## config.mk

```make
export PLATFORM = sky130hd
export DESIGN_NAME = pkt_buf
export DESIGN_NICKNAME = d
export VERILOG_FILES = /design/src/rtl/pkt_buf_pkg.sv /design/src/rtl/pkt_buf_len_fifo.sv /design/src/rtl/pkt_buf.sv
export SDC_FILE = /design/constraint.sdc
export NUM_CORES = 1
export LEC_CHECK = 0
export CAP_MARGIN = 20
export CORE_MARGIN = 1.5
export CORE_UTILIZATION = 62
export CTS_CLUSTER_DIAMETER = 40
export DETAILED_ROUTE_END_ITERATION = 12
export PLACE_DENSITY = 0.8
export SLEW_MARGIN = 10
export SYNTH_ARGS = -nofsm -noshare
export SYNTH_HDL_FRONTEND = slang
export SYNTH_SLANG_ARGS = --single-unit
export TNS_END_PERCENT = 100
```

## constraint.sdc

```tcl
create_clock -name i_clk -period 3.8 [get_ports i_clk]
set_input_delay 0.95 -clock i_clk [delete_from_list [all_inputs] [get_ports i_clk]]
set_output_delay 0.95 -clock i_clk [all_outputs]
set_load 0.02 [all_outputs]
```

## src/rtl/pkt_buf_pkg.sv

```systemverilog
// rtl/pkt_buf_pkg.sv - shared constants, read FSM encoding and pointer width helper for pkt_buf
// PKT_BUF_LEN_HDR_EN adds the HDR read state.
package pkt_buf_pkg;

    localparam int DEF_DEPTH     = 32;
    localparam int DEF_MAX_PKT   = 16;
    localparam int DEF_LEN_DEPTH = 8;
    localparam int LEN_W         = 5;

    typedef enum logic [1:0] {
        ST_IDLE = 2'd0,
`ifdef PKT_BUF_LEN_HDR_EN
        ST_HDR  = 2'd1,
`endif
        ST_SEND = 2'd2
    } rd_state_t;

    function automatic int ptr_w(input int depth);
        return (depth > 1) ? $clog2(depth) : 1;
    endfunction

endpackage

```

## src/rtl/pkt_buf_len_fifo.sv

```systemverilog
// rtl/pkt_buf_len_fifo.sv - synchronous FIFO of committed packet lengths with full/empty flags
module pkt_buf_len_fifo
    import pkt_buf_pkg::*;
#(
    parameter int DEPTH = DEF_LEN_DEPTH,
    parameter int W     = LEN_W
) (
    input  logic         i_clk,
    input  logic         i_rst_n,
    input  logic         i_push,
    input  logic [W-1:0] iv_push_data,
    input  logic         i_pop,
    output logic [W-1:0] ov_head,
    output logic         o_full,
    output logic         o_empty
);

    localparam int PW = ptr_w(DEPTH);

    logic [W-1:0] mem [DEPTH];
    logic [PW:0]  wr_ptr;
    logic [PW:0]  rd_ptr;
    logic         push_ok;
    logic         pop_ok;

    // Extra wrap bit distinguishes full from empty when the indices match.
    assign o_empty = (wr_ptr == rd_ptr);
    assign o_full  = (wr_ptr[PW] != rd_ptr[PW]) && (wr_ptr[PW-1:0] == rd_ptr[PW-1:0]);
    assign ov_head = mem[rd_ptr[PW-1:0]];
    assign push_ok = i_push && !o_full;
    assign pop_ok  = i_pop && !o_empty;

    always_ff @(posedge i_clk or negedge i_rst_n) begin
        if (!i_rst_n) begin
            wr_ptr <= '0;
            rd_ptr <= '0;
        end else begin
            if (push_ok) begin
                wr_ptr <= wr_ptr + (PW+1)'(1);
            end
            if (pop_ok) begin
                rd_ptr <= rd_ptr + (PW+1)'(1);
            end
        end
    end

    always_ff @(posedge i_clk) begin
        if (push_ok) begin
            mem[wr_ptr[PW-1:0]] <= iv_push_data;
        end
    end

endmodule

```

## src/rtl/pkt_buf.sv

```systemverilog
// rtl/pkt_buf.sv - store-and-forward packet buffer with drop counting
// Define PKT_BUF_LEN_HDR_EN to prefix each output packet with a length byte.
module pkt_buf
    import pkt_buf_pkg::*;
#(
    parameter int DEPTH     = DEF_DEPTH,
    parameter int MAX_PKT   = DEF_MAX_PKT,
    parameter int LEN_DEPTH = DEF_LEN_DEPTH
) (
    input  logic       i_clk,
    input  logic       i_rst_n,
    input  logic [8:0] iv_data,
    input  logic       i_data_wr,
    output logic [7:0] ov_data,
    output logic       o_data_wr,
    output logic       o_sop,
    output logic       o_eop,
    output logic [7:0] ov_drop_cnt
);

    localparam int                AW      = ptr_w(DEPTH);
    localparam logic [AW:0]       DEPTH_W = (AW+1)'(DEPTH);
    localparam logic [LEN_W:0]    MAX_LEN = (LEN_W+1)'(MAX_PKT);

    logic [7:0]       mem [DEPTH];
    logic [AW:0]      wr_ptr;
    logic [AW:0]      commit_ptr;
    logic [AW:0]      rd_ptr;
    logic [LEN_W-1:0] wr_len;
    logic             dropping;

    logic             in_eop;
    logic [LEN_W:0]   next_len;
    logic             store_full;
    logic             drop_now;
    logic             accept;
    logic             len_push;
    logic             len_pop;
    logic             len_full;
    logic             len_empty;
    logic [LEN_W-1:0] len_head;

    rd_state_t        state;
    logic [LEN_W-1:0] rd_cnt;
    logic             last_byte;

    // Occupancy counts the uncommitted tail too, so a partial packet can fill the store.
    assign store_full = ((wr_ptr - rd_ptr) == DEPTH_W);
    assign last_byte  = ((rd_cnt + LEN_W'(1)) == len_head);
    assign len_pop    = (state == ST_SEND) && last_byte;

    always_comb begin
        in_eop   = iv_data[8];
        next_len = {1'b0, wr_len} + (LEN_W+1)'(1);
        drop_now = i_data_wr && !dropping &&
                   (store_full || (next_len > MAX_LEN) || (in_eop && len_full));
        accept   = i_data_wr && !dropping && !drop_now;
        len_push = accept && in_eop;
    end

    pkt_buf_len_fifo #(
        .DEPTH (LEN_DEPTH),
        .W     (LEN_W)
    ) u_len_fifo (
        .i_clk        (i_clk),
        .i_rst_n      (i_rst_n),
        .i_push       (len_push),
        .iv_push_data (next_len[LEN_W-1:0]),
        .i_pop        (len_pop),
        .ov_head      (len_head),
        .o_full       (len_full),
        .o_empty      (len_empty)
    );

    always_ff @(posedge i_clk or negedge i_rst_n) begin
        if (!i_rst_n) begin
            wr_ptr      <= '0;
            commit_ptr  <= '0;
            wr_len      <= '0;
            dropping    <= 1'b0;
            ov_drop_cnt <= '0;
        end else begin
            if (accept) begin
                wr_ptr <= wr_ptr + (AW+1)'(1);
                if (in_eop) begin
                    commit_ptr <= wr_ptr + (AW+1)'(1);
                    wr_len     <= '0;
                end else begin
                    wr_len <= next_len[LEN_W-1:0];
                end
            end
            // A drop on the EOP word itself has nothing left to discard.
            if (drop_now) begin
                wr_ptr   <= commit_ptr;
                wr_len   <= '0;
                dropping <= !in_eop;
                if (ov_drop_cnt != 8'hFF) begin
                    ov_drop_cnt <= ov_drop_cnt + 8'd1;
                end
            end
            if (i_data_wr && dropping && in_eop) begin
                dropping <= 1'b0;
            end
        end
    end

    always_ff @(posedge i_clk) begin
        if (accept) begin
            mem[wr_ptr[AW-1:0]] <= iv_data[7:0];
        end
    end

    always_ff @(posedge i_clk or negedge i_rst_n) begin
        if (!i_rst_n) begin
            state     <= ST_IDLE;
            rd_ptr    <= '0;
            rd_cnt    <= '0;
            ov_data   <= '0;
            o_data_wr <= 1'b0;
            o_sop     <= 1'b0;
            o_eop     <= 1'b0;
        end else begin
            o_data_wr <= 1'b0;
            o_sop     <= 1'b0;
            o_eop     <= 1'b0;
            case (state)
                ST_IDLE: begin
                    rd_cnt <= '0;
                    if (!len_empty) begin
`ifdef PKT_BUF_LEN_HDR_EN
                        state <= ST_HDR;
`else
                        state <= ST_SEND;
`endif
                    end
                end
`ifdef PKT_BUF_LEN_HDR_EN
                ST_HDR: begin
                    ov_data   <= {{(8-LEN_W){1'b0}}, len_head};
                    o_data_wr <= 1'b1;
                    o_sop     <= 1'b1;
                    state     <= ST_SEND;
                end
`endif
                ST_SEND: begin
                    ov_data   <= mem[rd_ptr[AW-1:0]];
                    o_data_wr <= 1'b1;
`ifndef PKT_BUF_LEN_HDR_EN
                    o_sop     <= (rd_cnt == '0);
`endif
                    o_eop     <= last_byte;
                    rd_ptr    <= rd_ptr + (AW+1)'(1);
                    rd_cnt    <= rd_cnt + LEN_W'(1);
                    if (last_byte) begin
                        state <= ST_IDLE;
                    end
                end
                default: begin
                    state <= ST_IDLE;
                end
            endcase
        end
    end

endmodule
```

Yosys cells after proc, flatten, opt, wreduce, memory -nomap -nowiden
Memories as Yosys holds them, arrays and structs flattened. A register that Yosys moved wholly into a read port is not among the register bits.
Index checks and enable logic that the tools add are counted.
{"block": "totals", "reg_bits": 50, "latchBits": 0, "mem_bits_rw": 296, "rom_bits": 0, "input_bits": 12, "out_inout_bits": 19, "memories": 2}
{"memory": "mem", "words": 32, "width": 8, "read_ports": 1, "rd_ports_with_merged_regs": 1, "wr": 1, "line": "pkt_buf.sv:25", "source": "logic [7:0] mem [DEPTH];"}
{"memory": "u_len_fifo.mem", "words": 8, "width": 5, "read_ports": 1, "rd_ports_with_merged_regs": 0, "wr": 1, "line": "pkt_buf_len_fifo.sv:20", "source": "logic [W-1:0] mem [DEPTH];"}
{"block": "op_classes", "addsub": 8, "mul": 0, "n_div": 0, "magnitude_cmp": 1, "n_eq_ne": 9, "shifts": 0, "muxes": 18, "bitwise": 0, "n_reduce_logical": 27}
{"op": "5-bit two-way mux", "count": 3}
{"op": "6-bit by 1-bit adder with 6-bit output, second input constant", "count": 2}
{"op": "6-bit two-way mux", "count": 2}
{"op": "1-bit logical AND", "count": 11}
{"op": "5-bit one-hot mux with 2 select lines", "count": 1}
{"op": "1-bit two-way mux", "count": 9}
{"op": "4-bit by 1-bit adder with 4-bit output, second input constant", "count": 2}
{"op": "8-bit by 1-bit adder with 8-bit output, second input constant", "count": 1}
{"op": "8-bit != test, second input constant", "count": 1}
{"op": "5-bit by 1-bit adder with 6-bit output, second input constant", "count": 1}
{"op": "6-bit equality test, second input constant", "count": 1}
{"op": "6-bit by 5-bit > comparator with 1-bit output, second input constant", "count": 1}
{"op": "1-bit logical NOT", "count": 6}
{"op": "2-bit AND reduction", "count": 3}
{"op": "2-bit nonzero test", "count": 3}
{"op": "6-bit subtractor", "count": 1}
{"op": "5-bit by 1-bit adder with 5-bit output, second input constant", "count": 1}
{"op": "5-bit equality test", "count": 1}
{"op": "5-bit logical NOT", "count": 1}
{"op": "4-bit equality test", "count": 1}
{"op": "2-bit two-way mux", "count": 2}
{"op": "2-bit != test, second input constant", "count": 2}
{"op": "2-bit one-hot mux with 2 select lines", "count": 1}
{"op": "3-bit equality test", "count": 1}
{"op": "other kinds (4)", "count": 5}

Logic depth before layout (Yosys ltp)
{"block": "logic_depth", "ltp_word": 11, "mapped_depth": 12, "depth_no_buf": 9}

By module
Synthesis repeated with hierarchy kept, for this count alone.
{"block": "unflattened", "cells_unflattened": 864, "area_unflattened_um2": 14606.5}
{"mod": "pkt_buf", "instances": 1, "cells_each": 747, "area_per_inst_um2": 12489.5}
{"mod": "pkt_buf_len_fifo", "instances": 1, "cells_each": 117, "area_per_inst_um2": 2117.0}

Worst setup path after synthesis
No wires, ideal clock.
{"block": "synth_timing", "kind": "reg2reg", "start": "register rd_ptr[4]", "end": "memory mem[0][0] (enable)", "setup_time_ns": 0.370, "t_arrival_ns": 2.682, "required_ns": 3.430, "setup_slack_ns": 0.748, "stages_incl_launch_ff": 12, "path_buffers": 3, "synth_period_minus_slack_ns": 3.052, "path_cell_list": "dfrtp_1 clkbuf_1 clkbuf_1 inv_1 ha_1 nor2b_1 o21ai_0 nand4_1 and3_1 clkbuf_1 nand3_1 nor2_1"}
{"block": "synth_between", "elab_chain_cells": 9}
{"item": "start, declared", "line": "pkt_buf.sv:28", "source": "logic [AW:0] rd_ptr;"}
{"item": "start signal, assigned", "line": "pkt_buf.sv:152", "source": "rd_ptr <= rd_ptr + (AW+1)'(1);"}
{"item": "6-bit subtractor", "line": "pkt_buf.sv:48", "source": "assign store_full = ((wr_ptr - rd_ptr) == DEPTH_W);"}
{"item": "6-bit equality test", "line": "pkt_buf.sv:48"}
{"item": "1-bit logical OR (2 in a row)", "line": "pkt_buf.sv:56", "source": "(store_full || (next_len > MAX_LEN) || (in_eop && len_full));"}
{"item": "1-bit logical AND", "line": "pkt_buf.sv:55", "source": "drop_now = i_data_wr && !dropping &&"}
{"item": "1-bit logical NOT", "line": "pkt_buf.sv:57", "source": "accept = i_data_wr && !dropping && !drop_now;"}
{"item": "1-bit logical AND", "line": "pkt_buf.sv:57"}
{"item": "1-bit two-way mux", "line": "pkt_buf.sv:108", "source": "if (accept) begin"}
{"item": "1-bit two-way mux (not written as such)", "line": "pkt_buf.sv:109", "source": "mem[wr_ptr[AW-1:0]] <= iv_data[7:0];"}
{"item": "end, declared", "line": "pkt_buf.sv:25"}
Every way passes these cells.

Worst setup path after layout
{"block": "layout_timing", "start": "register rd_ptr[3]", "end": "memory mem[0][7] (enable)"}
Same word-level chain as after synthesis.

==> tab_implementation.tex <==
\begin{tabular}{lr}
\hline
Metric & Value \\
\hline
\multicolumn{2}{l}{\textbf{Outcome}} \\
Status & finished clean \\
\multicolumn{2}{l}{\textbf{Clock network}} \\
Clock-pin slew on the worst setup and hold paths & 60 ps \\
Max clock buf depth & 3 \\
Latest clock arrival within the worst-skew pair & 530 ps \\
Clock tree from TritonCTS & yes \\
Post-CTS setup repair buffer count & 0 \\
CTS Buf Count & 39 \\
Hold-fix buffers at CTS & 0 \\
Root cell of the clock tree & clkbuf\_16 \\
CTS sink count & 353 \\
H-tree levels & 2 \\
Count of instances resized after the clock tree is built & 0 \\
\multicolumn{2}{l}{\textbf{Cells and area}} \\
Number of filler instances in the final layout & 1287 \\
Storage cell area & 10300 sq um \\
Area occupied by multi-input gates & 3870 sq um \\
Antenna diode instance count & 0 \\
Post-route cell area & 16600 sq um \\
Number of nets in the final layout & 942 \\
Layout overhead on the synthesized area & 14.7\% \\
Share of post-route cells with drive strength above 1 & 17.8\% \\
Final core area utilization & 72.8\% \\
Post-route insts no fill & 1257 \\
\multicolumn{2}{l}{\textbf{STA}} \\
Part of the cycle the worst path needs & 87.3\% \\
Final Setup Violations & 0 \\
Final Slew Violations & 0 \\
Hold violation count in the final report & 0 \\
Final worst path period need & 3320 ps \\
Slew @ Worst Pin & 961 ps \\
RSZ-0062 raised after global routing & no \\
Max\_slew headroom & 35.9\% \\
Worst-case clock skew & 18.7 ps \\
Fin Hold WS & 493 ps \\
Highest clock rate & 301 MHz \\
Total negative setup slack & 0 ps \\
Final critical-path setup slack & 481 ps \\
\multicolumn{2}{l}{\textbf{Critical path}} \\
Startpoint kind of the worst setup timing path & flop \\
Worst Path Class, Setup & flop to flop \\
Maximum fanout count along the critical path & 9 \\
Data arrival time of the critical path & 3470 ps \\
Critical Path RT & 3950 ps \\
Category of the worst setup path capture point & flop \\
\multicolumn{2}{l}{\textbf{Logic synthesis}} \\
Distinct cells, synth & 49 \\
Async SR Flop Fraction & 16.1\% \\
Most used standard cells in the synthesized netlist & 296 x edfxtp\_1, 61 x nor2\_1, 57 x dfrtp\_1 \\
Number of flops mapped to enable cells by yosys & 296 \\
Combined area of all synthesized cells & 14400 sq um \\
Most numerous cell in the Yosys netlist & edfxtp\_1 \\
Syn Nets & 881 \\
Leading register cell type out of synthesis & edfxtp\_1 \\
Sequential-to-total area share from yosys stat & 71.4\% \\
Flop and latch count out of synthesis & 353 \\
Gate count of the mapped netlist & 852 \\
Library cell with the largest summed area after synthesis & edfxtp\_1 \\
Post-synthesis area per instance & 17.0 sq um \\
Top cells by area, synth & edfxtp\_1 62\%, dfrtp\_1 9.9\%, mux4\_2 8.7\% \\
Portion of synthesized cell area occupied by the leading cell type & 61.5\% \\
Synthesis Warnings & 0 \\
\multicolumn{2}{l}{\textbf{Detailed routing}} \\
Final wirelength & 32300 um \\
Number of nets with antenna violations after routing & 0 \\
Number of design rule violations left after detail routing & 0 \\
Average wire per cell in the routed design & 25.7 um \\
Via density per instance & 6.43 \\
Detailed Routing Iterations Pass 1 & 7 \\
Vias & 8086 \\
Drt first-iter violations & 919 \\
\multicolumn{2}{l}{\textbf{Global route}} \\
Via count of the first global-routing pass & 8301 \\
Pin count of the biggest net entering global routing & 84 \\
Global-route wire length before repair & 49500 um \\
Antenna violations before repair & 0 \\
Total global routing track utilization & 27.9\% \\
Total congestion overflow after global routing & 0 \\
\multicolumn{2}{l}{\textbf{Run}} \\
Count of maximum capacitance violations & 0 \\
\multicolumn{2}{l}{\textbf{Power}} \\
Leakage Power & 5.80 nW \\
Highest ir drop seen on vdd & 408 uV \\
Power per unit of standard cell area & 796 nW/um\^{}2 \\
Total chip power & 13.2 mW \\
\multicolumn{2}{l}{\textbf{Placed design}} \\
Pre-CTS setup slack & 266 ps \\
HPWL after detailed placement & 19400 um \\
Area after detailed placement & 15200 sq um \\
Number of port buffers & 30 \\
Placed instance count & 1185 \\
Routability congestion estimate from global placement & 0.878 \\
\multicolumn{2}{l}{\textbf{Floorplanning}} \\
Die ar. & 24200 sq um \\
Top-level port count & 31 \\
Number of standard-cell rows in the floorplan & 55 \\
Standard cell core area & 22800 sq um \\
Initial Util & 63.4\% \\
Vert. Die Dim & 156 um \\
Die W & 156 um \\
\multicolumn{2}{l}{\textbf{Min path}} \\
Class of the tightest hold or removal check & flop to flop \\
\hline
\end{tabular}
==> worst max-delay path: stages (launching register included) <==
cell and delay, ps:
dfrtp_1 350, clkinv_1 270, ha_1 420, nand3_1 90
mux2i_1 80, nand4_1 170, and3_1 270, nand3_1 510
nor2_1 780
==> cells in the final DEF (no fill, tap or decap), types with 5 or more instances in the layout <==
cell type | netlist | routed
a21oi_1 | 33 | 33
a22oi_1 | 7 | 7
buf_4 | 0 | 28
bufinv_16 | 0 | 6
clkbuf_1 | 23 | 6
clkbuf_16 | 0 | 40
clkbuf_8 | 0 | 5
clkdlybuf4s50_1 | 0 | 29
clkinvlp_4 | 0 | 5
dfrtp_1 | 57 | 55
edfxtp_1 | 296 | 296
ha_1 | 17 | 17
inv_1 | 14 | 14
mux2i_1 | 55 | 55
mux4_2 | 56 | 56
nand2_1 | 33 | 33
nand3_1 | 32 | 32
nor2_1 | 61 | 61
nor2b_1 | 6 | 6
nor3_1 | 18 | 18
o21ai_0 | 18 | 18
o221ai_1 | 17 | 17
o22ai_1 | 10 | 10
xnor2_1 | 16 | 16
xor2_1 | 18 | 18
==> final cells by class <==
class	instances	area share, %
Clock buffer	51	6.59
Clock inverter	21	1.77
Inverter	16	0.362
Multi-Input combinational cell	443	23.4
Sequential cell	353	62.3
Tap cell	313	2.36
Timing Repair Buffer	60	3.29
==> metal layers <==
metal / vias up / track usage (%) / wire (um)
met5: - / 0 / 0
met4: 0 / 13.1 / 1450
met2: 470 / 45.8 / 16200
li1: 3462 / - / -
met3: 109 / 4.58 / 2490
met1: 4045 / 37.2 / 12200
==> final timing paths <==
path                                    start             end  slack (ps)  cells after the start
max in group asynchronous             i_rst_n  ov_drop_cnt[3]        2490                      2
worst min-delay path            commit_ptr[3]   commit_ptr[3]         490                      2
worst min register to register  commit_ptr[3]   commit_ptr[3]         490                      2
worst max-delay path                rd_ptr[3]       mem[0][7]         480                      8
worst max register to register      rd_ptr[3]       mem[0][7]         480                      8
min in group asynchronous             i_rst_n       rd_cnt[0]         570                      1
==> power breakdown <==
group | switching (mW) | internal, mW | leakage, nW | total, mW
Combinational | 2.38 | 1.72 | 1.76 | 4.10
Clock | 1.53 | 2.46 | 0.663 | 3.98
Sequential | 0.386 | 4.73 | 3.38 | 5.12
Total | 4.29 | 8.91 | 5.80 | 13.2
==> state kept, by name, indices dropped and copies added, names as in the netlist <==
name	cells
ov_data	8
commit_ptr	6
rd_ptr	6
o_sop	1
o_eop	1
dropping	1
u_len_fifo.mem	40
wr_len	5
u_len_fifo.wr_ptr	4
mem	256
state	1
o_data_wr	1
u_len_fifo.rd_ptr	4
wr_ptr	6
ov_drop_cnt	8
rd_cnt	5
==> kinds of logic (layout without fill, tap and decap cells) <==
kind of cell	count (synthesis)	count (layout)	share of synthesized area, %
simple gates	181	181	6.14
fa+ha+maj	17	17	1.47
xor+xnor	34	34	2.06
buf+inv	56	148	1.83
mux	116	116	12.9
compound gates	95	95	4.18
flops	353	353	71.4
Note: power is estimated with default switching activity, not from simulation.
